**src/rtl/dmem_arbiter_if.sv**
```systemverilog
`default_nettype none
// ============================================================================
// Module      : dmem_arbiter_if
// Description : Bundles the three buses around the data-memory arbiter.
//               Port A   : pipeline MEM stage (a_read/a_write/a_addr/a_wdata
//                          in, a_rdata/a_stall out).
//               Port B   : loader/debug requester (b_req/b_we/b_addr/b_wdata
//                          in, b_ack/b_rdata out).
//               Memory   : mem_addr/mem_wdata/mem_read/mem_write out,
//                          mem_rdata in (combinational read).
//               Status   : grant_b, starve_cnt out.
//               master   = arbiter view, slave = surrounding-system view.
// Revision    : 1.0 - initial release
// ============================================================================
interface dmem_arbiter_if #(
    parameter int DW = 32
);
    // Port A
    logic          a_read;
    logic          a_write;
    logic [DW-1:0] a_addr;
    logic [DW-1:0] a_wdata;
    logic [DW-1:0] a_rdata;
    logic          a_stall;
    // Port B
    logic          b_req;
    logic          b_we;
    logic [DW-1:0] b_addr;
    logic [DW-1:0] b_wdata;
    logic          b_ack;
    logic [DW-1:0] b_rdata;
    // Data memory
    logic [DW-1:0] mem_addr;
    logic [DW-1:0] mem_wdata;
    logic          mem_read;
    logic          mem_write;
    logic [DW-1:0] mem_rdata;
    // Status
    logic          grant_b;
    logic [3:0]    starve_cnt;

    modport master (
        input  a_read, a_write, a_addr, a_wdata,
        output a_rdata, a_stall,
        input  b_req, b_we, b_addr, b_wdata,
        output b_ack, b_rdata,
        output mem_addr, mem_wdata, mem_read, mem_write,
        input  mem_rdata,
        output grant_b, starve_cnt
    );

    modport slave (
        output a_read, a_write, a_addr, a_wdata,
        input  a_rdata, a_stall,
        output b_req, b_we, b_addr, b_wdata,
        input  b_ack, b_rdata,
        input  mem_addr, mem_wdata, mem_read, mem_write,
        output mem_rdata,
        input  grant_b, starve_cnt
    );
endinterface
`default_nettype wire

```
**src/rtl/dmem_arbiter.sv**
```systemverilog
`default_nettype none
// ============================================================================
// Module      : dmem_arbiter
// Description : Two-port arbiter in front of a single-ported data memory.
//               Port A (pipeline) owns memory by default with zero added
//               latency. Port B (loader/debug) is granted one-cycle slots
//               whenever A is idle, or after B has waited STARVE_LIMIT
//               cycles behind an active A, in which case A is stalled for
//               that single cycle.
// Ports       : clk  - rising-edge clock
//               rst  - synchronous active-high reset
//               bus  - dmem_arbiter_if.master (port A, port B, memory,
//                      status signals)
// Parameters  : STARVE_LIMIT - B waiting cycles before preempting A (1..15)
//               DW           - data/address width
// Revision    : 1.0 - initial release
// ============================================================================
module dmem_arbiter #(
    parameter int STARVE_LIMIT = 4,
    parameter int DW           = 32
) (
    input  wire logic         clk,
    input  wire logic         rst,
    dmem_arbiter_if.master    bus
);

    localparam logic [0:0] c_a_own         = 1'b0;
    localparam logic [0:0] c_b_own         = 1'b1;
    localparam logic [3:0] c_starve_limit  = 4'(STARVE_LIMIT);

    logic [0:0]    r_state;
    logic [3:0]    r_starve_cnt;
    logic [DW-1:0] r_b_rdata;

    logic          w_a_active;
    logic          w_b_serve;

    // A read+write together counts as a write, but either makes A active.
    assign w_a_active = bus.a_read | bus.a_write;

    // B is actually served only in its slot, with a live request, out of reset.
    assign w_b_serve  = (r_state == c_b_own) && bus.b_req && !rst;

    always_ff @(posedge clk) begin
        if (rst) begin
            r_state      <= c_a_own;
            r_starve_cnt <= 4'd0;
            r_b_rdata    <= '0;
        end else begin
            case (r_state)
                c_a_own: begin
                    if (bus.b_req && (!w_a_active || r_starve_cnt == c_starve_limit)) begin
                        r_state      <= c_b_own;
                        r_starve_cnt <= 4'd0;
                    end else if (bus.b_req) begin
                        if (r_starve_cnt != c_starve_limit) begin
                            r_starve_cnt <= r_starve_cnt + 4'd1;
                        end
                    end else begin
                        r_starve_cnt <= 4'd0;
                    end
                end
                default: begin
                    // B slot is always exactly one cycle long.
                    r_state <= c_a_own;
                    if (bus.b_req) begin
                        r_b_rdata <= bus.mem_rdata;
                    end
                end
            endcase
        end
    end

    always_comb begin
        bus.mem_addr  = bus.a_addr;
        bus.mem_wdata = bus.a_wdata;
        bus.mem_read  = 1'b0;
        bus.mem_write = 1'b0;
        bus.a_stall   = 1'b0;
        bus.a_rdata   = '0;
        bus.grant_b   = 1'b0;
        bus.b_ack     = w_b_serve;
        // b_rdata shows the live read in the ack cycle, else the last acked value.
        bus.b_rdata   = w_b_serve ? bus.mem_rdata : r_b_rdata;

        if (r_state == c_a_own) begin
            bus.mem_read  = bus.a_read & ~bus.a_write;
            bus.mem_write = bus.a_write;
            bus.a_rdata   = bus.mem_rdata;
        end else begin
            bus.mem_addr  = bus.b_addr;
            bus.mem_wdata = bus.b_wdata;
            bus.mem_read  = bus.b_req & ~bus.b_we;
            bus.mem_write = bus.b_req & bus.b_we;
            bus.a_stall   = w_a_active;
            bus.grant_b   = 1'b1;
        end

        // Reset suppresses every access and handshake in the same cycle.
        if (rst) begin
            bus.mem_read  = 1'b0;
            bus.mem_write = 1'b0;
            bus.a_stall   = 1'b0;
            bus.grant_b   = 1'b0;
        end
    end

    assign bus.starve_cnt = r_starve_cnt;

endmodule
`default_nettype wire

```
**src/flat_wrapper.sv**
```systemverilog
// flat-port wrapper written by rule: the top's interface ports become plain ports
module dmem_arbiter_flat 
#(
    parameter int STARVE_LIMIT = 4,
    parameter int DW           = 32
)
  (clk, rst, bus_a_read, bus_a_write, bus_a_addr, bus_a_wdata, bus_a_rdata, bus_a_stall, bus_b_req, bus_b_we, bus_b_addr, bus_b_wdata, bus_b_ack, bus_b_rdata, bus_mem_addr, bus_mem_wdata, bus_mem_read, bus_mem_write, bus_mem_rdata, bus_grant_b, bus_starve_cnt);
  dmem_arbiter_if #(.DW(DW)) bus_i ();
  input  wire logic clk;
  input  wire logic rst;
  input wire logic [$bits(bus_i.a_read)-1:0] bus_a_read;
  input wire logic [$bits(bus_i.a_write)-1:0] bus_a_write;
  input wire logic [$bits(bus_i.a_addr)-1:0] bus_a_addr;
  input wire logic [$bits(bus_i.a_wdata)-1:0] bus_a_wdata;
  output wire logic [$bits(bus_i.a_rdata)-1:0] bus_a_rdata;
  output wire logic [$bits(bus_i.a_stall)-1:0] bus_a_stall;
  input wire logic [$bits(bus_i.b_req)-1:0] bus_b_req;
  input wire logic [$bits(bus_i.b_we)-1:0] bus_b_we;
  input wire logic [$bits(bus_i.b_addr)-1:0] bus_b_addr;
  input wire logic [$bits(bus_i.b_wdata)-1:0] bus_b_wdata;
  output wire logic [$bits(bus_i.b_ack)-1:0] bus_b_ack;
  output wire logic [$bits(bus_i.b_rdata)-1:0] bus_b_rdata;
  output wire logic [$bits(bus_i.mem_addr)-1:0] bus_mem_addr;
  output wire logic [$bits(bus_i.mem_wdata)-1:0] bus_mem_wdata;
  output wire logic [$bits(bus_i.mem_read)-1:0] bus_mem_read;
  output wire logic [$bits(bus_i.mem_write)-1:0] bus_mem_write;
  input wire logic [$bits(bus_i.mem_rdata)-1:0] bus_mem_rdata;
  output wire logic [$bits(bus_i.grant_b)-1:0] bus_grant_b;
  output wire logic [$bits(bus_i.starve_cnt)-1:0] bus_starve_cnt;
  assign bus_i.a_read = bus_a_read;
  assign bus_i.a_write = bus_a_write;
  assign bus_i.a_addr = bus_a_addr;
  assign bus_i.a_wdata = bus_a_wdata;
  assign bus_a_rdata = bus_i.a_rdata;
  assign bus_a_stall = bus_i.a_stall;
  assign bus_i.b_req = bus_b_req;
  assign bus_i.b_we = bus_b_we;
  assign bus_i.b_addr = bus_b_addr;
  assign bus_i.b_wdata = bus_b_wdata;
  assign bus_b_ack = bus_i.b_ack;
  assign bus_b_rdata = bus_i.b_rdata;
  assign bus_mem_addr = bus_i.mem_addr;
  assign bus_mem_wdata = bus_i.mem_wdata;
  assign bus_mem_read = bus_i.mem_read;
  assign bus_mem_write = bus_i.mem_write;
  assign bus_i.mem_rdata = bus_mem_rdata;
  assign bus_grant_b = bus_i.grant_b;
  assign bus_starve_cnt = bus_i.starve_cnt;
  dmem_arbiter #(.STARVE_LIMIT(STARVE_LIMIT), .DW(DW)) u_core (.clk(clk), .rst(rst), .bus(bus_i));
endmodule
```
**config.mk**
```make
export PLATFORM = sky130hd
export DESIGN_NAME = dmem_arbiter_flat
export DESIGN_NICKNAME = d
export VERILOG_FILES = /design/src/rtl/dmem_arbiter_if.sv /design/src/rtl/dmem_arbiter.sv /design/src/flat_wrapper.sv
export SDC_FILE = /design/constraint.sdc
export NUM_CORES = 1
export LEC_CHECK = 0
export CORE_AREA = 2 2 118 120
export DETAILED_ROUTE_END_ITERATION = 10
export DIE_AREA = 0 0 120 122
export GPL_ROUTABILITY_DRIVEN = 0
export GPL_TIMING_DRIVEN = 0
export SYNTH_ARGS = -nofsm -noshare
export SYNTH_HDL_FRONTEND = slang
export SYNTH_SLANG_ARGS = --single-unit
```
**constraint.sdc**
```tcl
create_clock -name clk -period 4.4 [get_ports clk]
set_input_delay 0.88 -clock clk [delete_from_list [all_inputs] [get_ports clk]]
set_output_delay 0.88 -clock clk [all_outputs]
set_load 0.01 [all_outputs]
```
Yosys cells after proc, flatten, opt, wreduce, memory -nomap -nowiden
Index checks and enable logic that the tools add are counted.
{"block": "totals", "regBits": 37, "latch_bits": 0, "ramBits": 0, "romBits": 0, "input_bits": 166, "output_inout_bits": 137, "wordCells": 39, "mem_count": 0}
{"block": "op_classes", "addsub": 1, "n_mul": 0, "div_mod_pow": 0, "magnitude_cmp": 0, "n_eq_ne": 3, "shifts": 0, "muxes": 16, "bitwise_logic": 7, "n_reduce_logical": 9}
{"cell": "2-to-1 mux 32 bit", "n": 4}
{"cell": "2-to-1 mux 4 bit", "n": 3}
{"cell": "2-to-1 mux 1 bit", "n": 9}
{"cell": "adder 4 x 1 -> 4 bit, second input constant", "n": 1}
{"cell": "equality test 4 x 3 -> 1 bit, second input constant", "n": 1}
{"cell": "inequality test 4 x 3 -> 1 bit, second input constant", "n": 1}
{"cell": "AND reduction 2 bit", "n": 2}
{"cell": "AND 1 bit", "n": 3}
{"cell": "logical AND 1 bit", "n": 3}
{"cell": "inequality test 3 x 1 -> 1 bit, second input constant", "n": 1}
{"cell": "NOT 1 bit", "n": 3}
{"cell": "logical NOT 1 bit", "n": 2}
{"cell": "OR reduction 2 bit", "n": 1}
{"cell": "logical OR 1 bit", "n": 1}
{"cell": "OR 1 bit", "n": 1}

Logic depth before layout (Yosys ltp)
Gate-level depths: netlist of the first run.
{"block": "logic_depth", "word_depth": 6, "depth_mapped": 6, "mapped_depth_nobuf": 4}

Worst setup path after synthesis of the first run
No wires, ideal clock.
{"block": "synth_path", "kind": "in2out", "from": "input rst", "to": "output bus_b_rdata[10]", "arrival_ps": 1772, "required_ps": 3520, "slack_ps": 1748, "path_stages": 5, "n_path_buf": 2, "path_cell_list": "nor2b_1 -> buf_2 -> nand2_2 -> buf_2 -> mux2_2"}
{"block": "synth_between", "elab_chain_len": 3}
{"item": "start, declared", "line_no": "flat_wrapper.sv:10", "text": "input wire logic rst;"}
{"item": "logical NOT 1 bit", "line_no": "dmem_arbiter.sv:42", "text": "assign w_b_serve = (r_state == c_b_own) && bus.b_req && !rst;"}
{"item": "logical AND 1 bit", "line_no": "dmem_arbiter.sv:42"}
{"item": "2-to-1 mux 32 bit", "line_no": "dmem_arbiter.sv:84", "text": "bus.b_rdata = w_b_serve ? bus.mem_rdata : r_b_rdata;"}
{"item": "end, declared", "line_no": "flat_wrapper.sv:22", "text": "output wire logic [$bits(bus_i.b_rdata)-1:0] bus_b_rdata;"}
Every way passes these cells.

Worst setup path after layout of the first run
{"block": "layout_path", "from": "input rst", "to": "output bus_b_rdata[23]"}
Same word-level chain as after synthesis.

==> results of run 1 <==
==> per-layer routing <==
| layer | track usage, % | vias up | part of all wire (%) |
|---|---|---|---|
| met1 | 20.8 | 1448 | 42 |
| met2 | 30.3 | 164 | 48 |
| met4 | 4.56 | 0 | 1.5 |
| met5 | 0 | - | 0 |
| met3 | 5.29 | 14 | 8.9 |
| li1 | - | 1552 | - |
==> cell usage in the layout, fill, tap and decap left out, types with 2 or more instances in the layout <==
master and instances:
clkdlybuf4s50_1 302, mux2_2 96, dfxtp_1 37, nor2b_1 34
a22o_1 32, buf_2 13, clkbuf_1 7, clkbuf_16 5
inv_1 4, nand2_1 4, nor2_1 4, buf_1 2
nand3_1 2, a21oi_1 2, o21ai_0 2, ha_1 2
==> final cells by class <==
type                       count  area share [%]
multi-input combinational    189            29.3
buffer                        21            1.58
timing repair buffer         302            50.4
inverter                       5           0.313
clock buffer                   7            2.38
sequential                    37            12.3
tap                          180            3.75
==> state kept, by name, summed over array words and instances, names as in the netlist <==
register / count
u_core.bus.starve_cnt: 4
u_core.r_state: 1
u_core.r_b_rdata: 32
==> where the power goes <==
group	leakage (nW)	total, mW	internal, mW	switching (mW)
clock network	0.0700	0.351	0.222	0.129
registers	0.299	0.343	0.340	0.00330
logic	1.92	0.424	0.286	0.138
==> cell families (layout without fill, tap and decap cells) <==
family | Yosys count | count (layout) | synth area share [%]
mux | 96 | 96 | 41.4
buf+inv | 26 | 335 | 4.36
flops | 37 | 37 | 28.4
compound gates | 42 | 42 | 13.8
simple gates | 48 | 48 | 10.8
xor+xnor | 1 | 1 | 0.335
fa+ha+maj | 2 | 2 | 0.958
==> worst max-delay path by stage <==
stage / startpoint / endpoint / slack, ns / depth (start not counted)
6_report: rst / bus_b_rdata[23] / 0.49 / 7
5_1_grt: rst / bus_b_rdata[23] / 0.39 / 7
4_1_cts: rst / bus_b_rdata[23] / 0.45 / 7
3_5_place_dp: rst / bus_b_rdata[23] / 0.46 / 7
3_3_place_gp: rst / bus_b_rdata[1] / 0.47 / 7
2_1_floorplan: rst / bus_b_rdata[10] / 1.75 / 5
==> through the flow <==
step	area (sq um)	power (mW)
6_report	6000	1.12
2_1_floorplan	2610	0.470
5_1_grt	6000	1.17
3_3_place_gp	5860	0.774
3_5_place_dp	5860	0.776
4_1_cts	6000	1.14
==> impl_metrics.toml, run 1 <==
[yosys]
synth_top_area_share_pct = 41.4
ys_seq_area_share_pct = 28.4
synthTopCellsByCount = "mux2_2, dfxtp_1, nor2b_1"
yosys_most_used_dff = "dfxtp_1"
yosysTopAreaCell = "mux2_2"
synth_area_sq_um = 2610
netlist_instances = 252
synth_most_common_cell = "mux2_2"
synth_cell_type_count = 26
yosys_warnings = 0
synth_edf_count = 0
synth-seq-cells = 37
avgSynthCellArea_sq_um = 10.4
synthArstFlopShare_pct = 0
syn-num-nets = 420
synth_area_leaders = "mux2_2, dfxtp_1, a22o_1, nor2b_1, buf_2"

[global_routing]
grt_pass1_wl_mm = 19.5
grt_max_degree = 11
globalRouteOverflowTotal = 0
grt.total_usage_pct = 17.4
antenna_found_initial = 0
grt_pass1_vias = 3304

[sta]
drv_slew = 0
tns_ns = 0
finalCritPeriodShare_pct = 88.8
setup_violations = 0
fin_skew_ns = 0.00560
slew-limit-headroom_pct = 62.6
hold_viol_final = 0
finalCriticalPeriod_ns = 3.91
setup_slack_ns = 0.492
worst_pin_slew_ns = 0.561
rsz0062_at_grt = "false"
whs_ns = 0.466
fmax_mhz = 256

[flow_run]
cap_violations = 0

[floorplanning]
fp.dieH_microns = 122
core_area_sq_um = 13500
rows = 43
die_w_microns = 120
pin_count = 303
die_area_sq_um = 14600
start_util_pct = 19.3

[hold_path]
worstHoldEndpoint = "u_core.r_b_rdata[16]"
hold_path_class = "flip-flop to flip-flop"
holdCritStartpoint = "u_core.r_b_rdata[16]"
whs_path_depth = 1

[clock_network]
cts_resized = 0
cts_tree = "yes"
max-clock-path-buffers = 2
clock-sinks = 37
cts_made_buffers = 5
htreeDepth = 2
post_cts.repair.setup_buffers = 0
hold_buffers = 0
clk-insertion-delay-late_ns = 0.27
clockRootBuffer = "clkbuf_16"
clk_pin_slew_ns = 0.05

[route]
ant_nets = 0
post-route-drc-count = 0
drtIter0Drc = 112
routedWlPerCell_microns = 18.4
drt_wl_total_mm = 13.6
viasPerCell = 4.29
drtPass1Iterations = 4
vias = 3178

[setup_path]
crit_chain = "clkdlybuf4s50_1 -> nor2b_1 -> buf_2 -> nand2_2 -> buf_2 -> mux2_2 -> clkdlybuf4s50_1"
endpoint_kind = "output port"
crit_family = "buffers and inverters"
worstPathRequired_ns = 3.52
r2r_end = "u_core.r_b_rdata[0]"
crit_path_max_incr_delay_ns = 0.59
critPathKind = "primary input to output port"
rrSetupSlack_ns = 2.90
worst-path-max-fanout = 10
rr_worst_depth = 3
slowest_stage = "clkdlybuf4s50_1"
worstReg2RegStart = "u_core.r_state"
cp_data_arrival_time_ns = 3.03
start_kind = "primary input"
crit_buf_inv = 4

[pwr]
leakagePower_nw = 2.29
power_density_nw_per_um2 = 186
vdd_drop_max_mv = 0.117

[layout]
fillCellCount = 1323
area_growth_syn_to_layout_pct = 130
nets = 729
antenna_cells = 0
multiInputGateArea_sq_um = 1760
drive_gt1_share_pct = 21.0
register_area_sq_um = 741
finalNonFillerCells = 741
final_core_util_pct = 44.4

[place]
pre_cts_ws_ns = 0.464
dp.cells = 734
portBuffers = 302
dp_hpwl_mm = 11.4

[outcome]
outcome = "finished, final reports clean"
No activity file was read; power rests on OpenSTA's default activity.
==> run 2: changes to the inputs <==
Settings changed: PLACE_DENSITY_LB_ADDON set to 0.25.
==> run 2 against run 1 <==
Cell area is 0.17% higher. Global-route usage down 0.85 points. Combinational power shrank 0.9%. First-iteration DRC count is 54% lower. Cell count up 0.13%. Flip-flop and latch count unchanged. Clock-buffer cell count down 1. Critical path type unchanged. Critical endpoint is now bus_b_rdata[24]. Largest power group unchanged.
==> impl_metrics.toml, run 2 (synthesis results as in run 1) <==
[sta]
finalCritPeriodShare_pct = 88.8
drv_slew = 0
worst_pin_slew_ns = 0.606
tns_ns = 0
fmax_mhz = 256
finalCriticalPeriod_ns = 3.91
rsz0062_at_grt = "false"
setup_violations = 0
hold_viol_final = 0
slew-limit-headroom_pct = 59.6
fin_skew_ns = 0.00764

[setup_path]
endpoint_kind = "output port"
worst-path-max-fanout = 10
crit_family = "buffers and inverters"
rrSetupSlack_ns = 2.91
cp_num_cells = 7
critPathKind = "primary input to output port"
crit_buf_inv = 4
r2r_end = "u_core.r_b_rdata[30]"
rr_worst_depth = 3
worstReg2RegStart = "u_core.r_state"
worstPathRequired_ns = 3.52
crit_path_max_incr_delay_ns = 0.59
slowest_stage = "clkdlybuf4s50_1"
crit_chain = "clkdlybuf4s50_1 -> nor2b_1 -> buf_2 -> nand2_2 -> buf_2 -> mux2_2 -> clkdlybuf4s50_1"
start_kind = "primary input"
cp_data_arrival_time_ns = 3.03

[route]
post-route-drc-count = 0
drt_wl_total_mm = 12.9
drtPass1Iterations = 4
routedWlPerCell_microns = 17.3
ant_nets = 0
viasPerCell = 4.30
drtIter0Drc = 52
vias = 3188

[layout]
register_area_sq_um = 741
nets = 729
fillCellCount = 1294
top_register = "u_core.r_b_rdata"
largest_register_ffs = 32
antenna_cells = 0
drive_gt1_share_pct = 21.4
area_growth_syn_to_layout_pct = 130
finalNonFillerCells = 742
layout_common_cells = "clkdlybuf4s50_1, mux2_2, dfxtp_1"
final_common_cell = "clkdlybuf4s50_1"
multiInputGateArea_sq_um = 1760

[clock_network]
htreeDepth = 2
clockRootBuffer = "clkbuf_16"
clk_pin_slew_ns = 0.06
hold_buffers = 0
max-clock-path-buffers = 2
cts_tree = "yes"
post_cts.repair.setup_buffers = 0
cts_resized = 0
clock-sinks = 37
cts_made_buffers = 5
clk-insertion-delay-late_ns = 0.28

[global_routing]
grt_max_degree = 13
antenna_found_initial = 0
globalRouteOverflowTotal = 0
grt.total_usage_pct = 16.5
grt_pass1_vias = 3359
grt_pass1_wl_mm = 18.8

[outcome]
outcome = "finished, final reports clean"

[place]
portBuffers = 302
dp.cells = 734
dp_hpwl_mm = 10.6

[flow_run]
cap_violations = 0

[pwr]
power_density_nw_per_um2 = 188
leakagePower_nw = 2.29
vdd_drop_max_mv = 0.150

[hold_path]
worstHoldEndpoint = "u_core.r_b_rdata[23]"
whs_path_depth = 1
holdCritStartpoint = "u_core.r_b_rdata[23]"
hold_path_class = "flip-flop to flip-flop"

[floorplanning]
rows = 43
pin_count = 303
core_area_sq_um = 13500
fp.dieH_microns = 122
die_w_microns = 120
die_area_sq_um = 14600
start_util_pct = 19.3
## run 2: cell types whose count changed in the layout (fill, tap and decap cells not counted)
cell	previous run	this run
clkinv_2	0	1
clkbuf_1	7	6
clkinv_4	0	1
## run 2: metrics by stage
step	setup slack [ns]	hold slack (ns)	total power [mW]	utilization [%]	instance area, sq um
after global placement	0.476	0.450	0.771	43.4	5860
after floorplan	1.75	0.437	0.470	-	2610
after detailed placement	0.467	0.453	0.774	43.4	5860
after CTS	0.451	0.470	1.15	44.5	6010
final	0.492	0.466	1.13	44.5	6010
after global routing	0.339	0.478	1.18	44.5	6010
## run 2: worst reg2reg max path, cell delays in order, from the launching register on
cell and delay (ns):
dfxtp_1 0.33, a21oi_1 0.41, clkbuf_1 0.49, a22o_1 0.21
## run 2: routing by layer
metal,part of all wire [%],routed length (microns),track usage (%),up-vias
met5,0,0,0,-
met4,1.1,146,3.31,0
met2,52,6750,32.0,160
li1,-,-,-,1541
met1,37,4780,17.5,1479
met3,9.2,1190,5.20,8
## run 2: how the worst max path moves through the flow
| stage | end | slack [ns] | startpoint |
|---|---|---|---|
| final | bus_b_rdata[24] | 0.49 | rst |
| after global routing | bus_b_rdata[24] | 0.34 | rst |
| after detailed placement | bus_b_rdata[24] | 0.47 | rst |
| after floorplan | bus_b_rdata[10] | 1.75 | rst |
| after global placement | bus_b_rdata[24] | 0.48 | rst |
| after CTS | bus_b_rdata[24] | 0.45 | rst |
## run 2: report_power, final
part	total, mW	leakage, nW	switching [mW]	internal, mW
Clock	0.366	0.0768	0.141	0.225
Sequential	0.343	0.299	0.00334	0.340
Combinational	0.420	1.92	0.134	0.286
## run 2: final cells by class
class	count	share of cell area, %
clock inverters	2	0.229
clock buffers	6	2.31
well taps	180	3.75
repair buffers	302	50.3
multi-input cells	189	29.2
plain buffers	21	1.58
inverters	5	0.312
flip-flops and latches	37	12.3
==> run 3: changes to the inputs <==
Settings changed: HOLD_SLACK_MARGIN set to 0.12.
==> results of run 3 <==
Final layout, timing and power as in run 2 (identical DEF).
==> variant, RTL diff (flow settings as in run 3) <==
`DW` is set to 32 in 3 places; all go to 16.
--- a/src/rtl/dmem_arbiter_if.sv
+++ b/src/rtl/dmem_arbiter_if.sv
@@ -14,5 +14,5 @@
 // ============================================================================
 interface dmem_arbiter_if #(
-    parameter int DW = 32
+    parameter int DW = 16
 );
     // Port A
--- a/src/rtl/dmem_arbiter.sv
+++ b/src/rtl/dmem_arbiter.sv
@@ -18,5 +18,5 @@
 module dmem_arbiter #(
     parameter int STARVE_LIMIT = 4,
-    parameter int DW           = 32
+    parameter int DW           = 16
 ) (
     input  wire logic         clk,
--- a/src/flat_wrapper.sv
+++ b/src/flat_wrapper.sv
@@ -3,5 +3,5 @@
 #(
     parameter int STARVE_LIMIT = 4,
-    parameter int DW           = 32
+    parameter int DW           = 16
 )
   (clk, rst, bus_a_read, bus_a_write, bus_a_addr, bus_a_wdata, bus_a_rdata, bus_a_stall, bus_b_req, bus_b_we, bus_b_addr, bus_b_wdata, bus_b_ack, bus_b_rdata, bus_mem_addr, bus_mem_wdata, bus_mem_read, bus_mem_write, bus_mem_rdata, bus_grant_b, bus_starve_cnt);
Ports: changed (9 resized); port bits go from 303 to 159. No check against the original RTL was run, so the function may have changed too.
==> variant against run 3 <==
- area after synthesis down 44%
- routed wire length decreased by 51%
- sequential share of layout area increased by 0.23 points
- design area down 44%
- power down 46%
- setup slack worse by 0.058 ns
- utilization decreased by 20 points
- sequential cell count is 16 lower
- synthesized cell count decreased by 42%
- largest power group unchanged
- highest routed layer unchanged
==> variant: results (changes against run 3) <==
metric,value,unit,change
result of the run,completed,,
mean instance size in the synthesized netlist,10.10,um^2,-2.6%
Worst-Skew Late Latency,0.25,ns,-0.03 ns
top layer in use,met4,,
compound-gate portion of the synthesized area,15.04,%,+1.2 points
distinct cell type count of the synthesized netlist,26,,unchanged
DRT Pass-1 Iters,2,,-2
Post-CTS Resized,0,,unchanged
LEAKAGE,1.224,nW,-47%
wire length on met2,3.242,mm,-52%
multiplexer share of the synthesized area,36.92,%,-4.5 points
worst slew pin tran,0.6926,ns,+0.08663 ns
Peak VDD IR,0.1361,mV,-9.2%
register-to-register path setup slack,2.68,ns,-0.23 ns
die outline area,14640,um^2,unchanged
initial antenna violation count,0,,unchanged
standard cell area after detailed placement,3271,um^2,-44%
"Most flops, register",u_core.r_b_rdata,,
number of global-route vias before repair,1782,,-47%
Synth area leaders,"sky130_fd_sc_hd__mux2_2 37%, sky130_fd_sc_hd__dfxtp_1 29%, sky130_fd_sc_hd__a22o_1 9.6%",,
Synthesized Nets,233,,-45%
routing usage on met1,10.03,%,-7.4 points
most frequently used flop master after synthesis,sky130_fd_sc_hd__dfxtp_1,,
final instance count without filler cells,487,,-34%
count of warnings emitted by yosys,0,,unchanged
number of port buffers,158,,-48%
post-synthesis sequential area ratio,28.72,%,+0.35 points
via/cell ratio,3.485,,-19%
maximum buffer depth of the clock tree,2,,unchanged
Starting DRT DRC Count,39,,-25%
WL met3,356,um,-70%
setup bufs post-CTS,0,,unchanged
maximum fanout count along the critical path,10,,unchanged
worst stage delay on the critical path,0.58,ns,
antenna fix cells,0,,unchanged
routed wirelength normalized by instance count,12.88,um,-26%
worst-case setup slack after placement,0.3803,ns,-0.08639 ns
met3 capacity usage during global routing,2.388,%,-2.8 points
clock buffer count from CTS,3,,-2
Placed Cells,483,,-34%
first-pass GRT wire length,9.618,mm,-49%
final worst slack,0.4335,ns,-0.05835 ns
H-tree level count,1,,-1
met2 demand-to-capacity share in global routing,15.02,%,-17 points
post-synthesis adder-cell area fraction,1.709,%,+0.75 points
Max Clock Skew,0.003132,ns,-0.004507 ns
layout cells sized above 1,19.22,%,-2.1 points
cell family with most CP delay,buffers and inverters,,
Detail Placement HPWL,5.107,mm,-52%
global-route usage over all layers,8.337,%,-8.2 points
area share of xor/xnor cells in the synthesized design,0.5983,%,+0.26 points
most instantiated cells after synthesis,"48 x sky130_fd_sc_hd__mux2_2, 21 x sky130_fd_sc_hd__dfxtp_1, 18 x sky130_fd_sc_hd__nor2b_1, 16 x sky130_fd_sc_hd__a22o_1, 6 x sky130_fd_sc_hd__clkbuf_1",,
pin count of the biggest net entering global routing,13,,unchanged
class of the most critical hold timing path,reg -> reg,,
root cell of the clock tree,sky130_fd_sc_hd__clkbuf_16,,
Total Nets Final,396,,-46%
clock transition at the register clock pins on the worst setup and hold paths after CTS,0.06,ns,about the same
Metal-1 WL,2.622,mm,-45%
max FFs per register,16,,-50%
==> variant: cell types whose count changed after synthesis, sizes merged <==
cell   change
mux2      -48
a22o      -16
dfxtp     -16
nor2b     -16
buf       -11
==> variant: metrics by stage <==
step | hold WS, ns | total power [mW] | util (%)
after floorplan | 0.4366 | 0.2631 | -
after global placement | 0.4501 | 0.4163 | 24.22
after detailed placement | 0.4497 | 0.4170 | 24.22
after CTS | 0.4711 | 0.6242 | 24.81
after global routing | 0.4842 | 0.6446 | 24.81
final | 0.4677 | 0.6103 | 24.81
==> variant: worst paths after layout <==
kind	startpoint	end	cells past startpoint
worst max register to register	u_core.r_state$_SDFF_PP0_	u_core.r_b_rdata[3]$_SDFFE_PP0N_	4
worst max-delay path	rst	bus_b_rdata[6]	7
worst min-delay path	u_core.r_b_rdata[12]$_SDFFE_PP0N_	u_core.r_b_rdata[12]$_SDFFE_PP0N_	1
worst min register to register	u_core.r_b_rdata[12]$_SDFFE_PP0N_	u_core.r_b_rdata[12]$_SDFFE_PP0N_	1
==> variant: power by group <==
| group | internal, mW | total, mW | switching (mW) |
|---|---|---|---|
| sequential | 0.193 | 0.195 | 0.00216 |
| combinational | 0.148 | 0.216 | 0.0680 |
| clock | 0.122 | 0.199 | 0.0767 |
| total | 0.463 | 0.610 | 0.147 |
==> variant: cell type report <==
class | count | area [um^2]
fillers | 1436 | 10150
repair buffers | 158 | 1582
multi-input cells | 109 | 975.9
flip-flops and latches | 21 | 420.4
well taps | 180 | 225.2
clock buffers | 3 | 75.07
plain buffers | 10 | 48.80
inverters | 5 | 18.77
clock inverters | 1 | 5.005
==> variant: cells by family after synthesis <==
family          Yosys count
xor+xnor                  1
flops                    21
fa+ha+maj                 2
mux                      48
simple gates             32
compound gates           26
buf+inv                  15
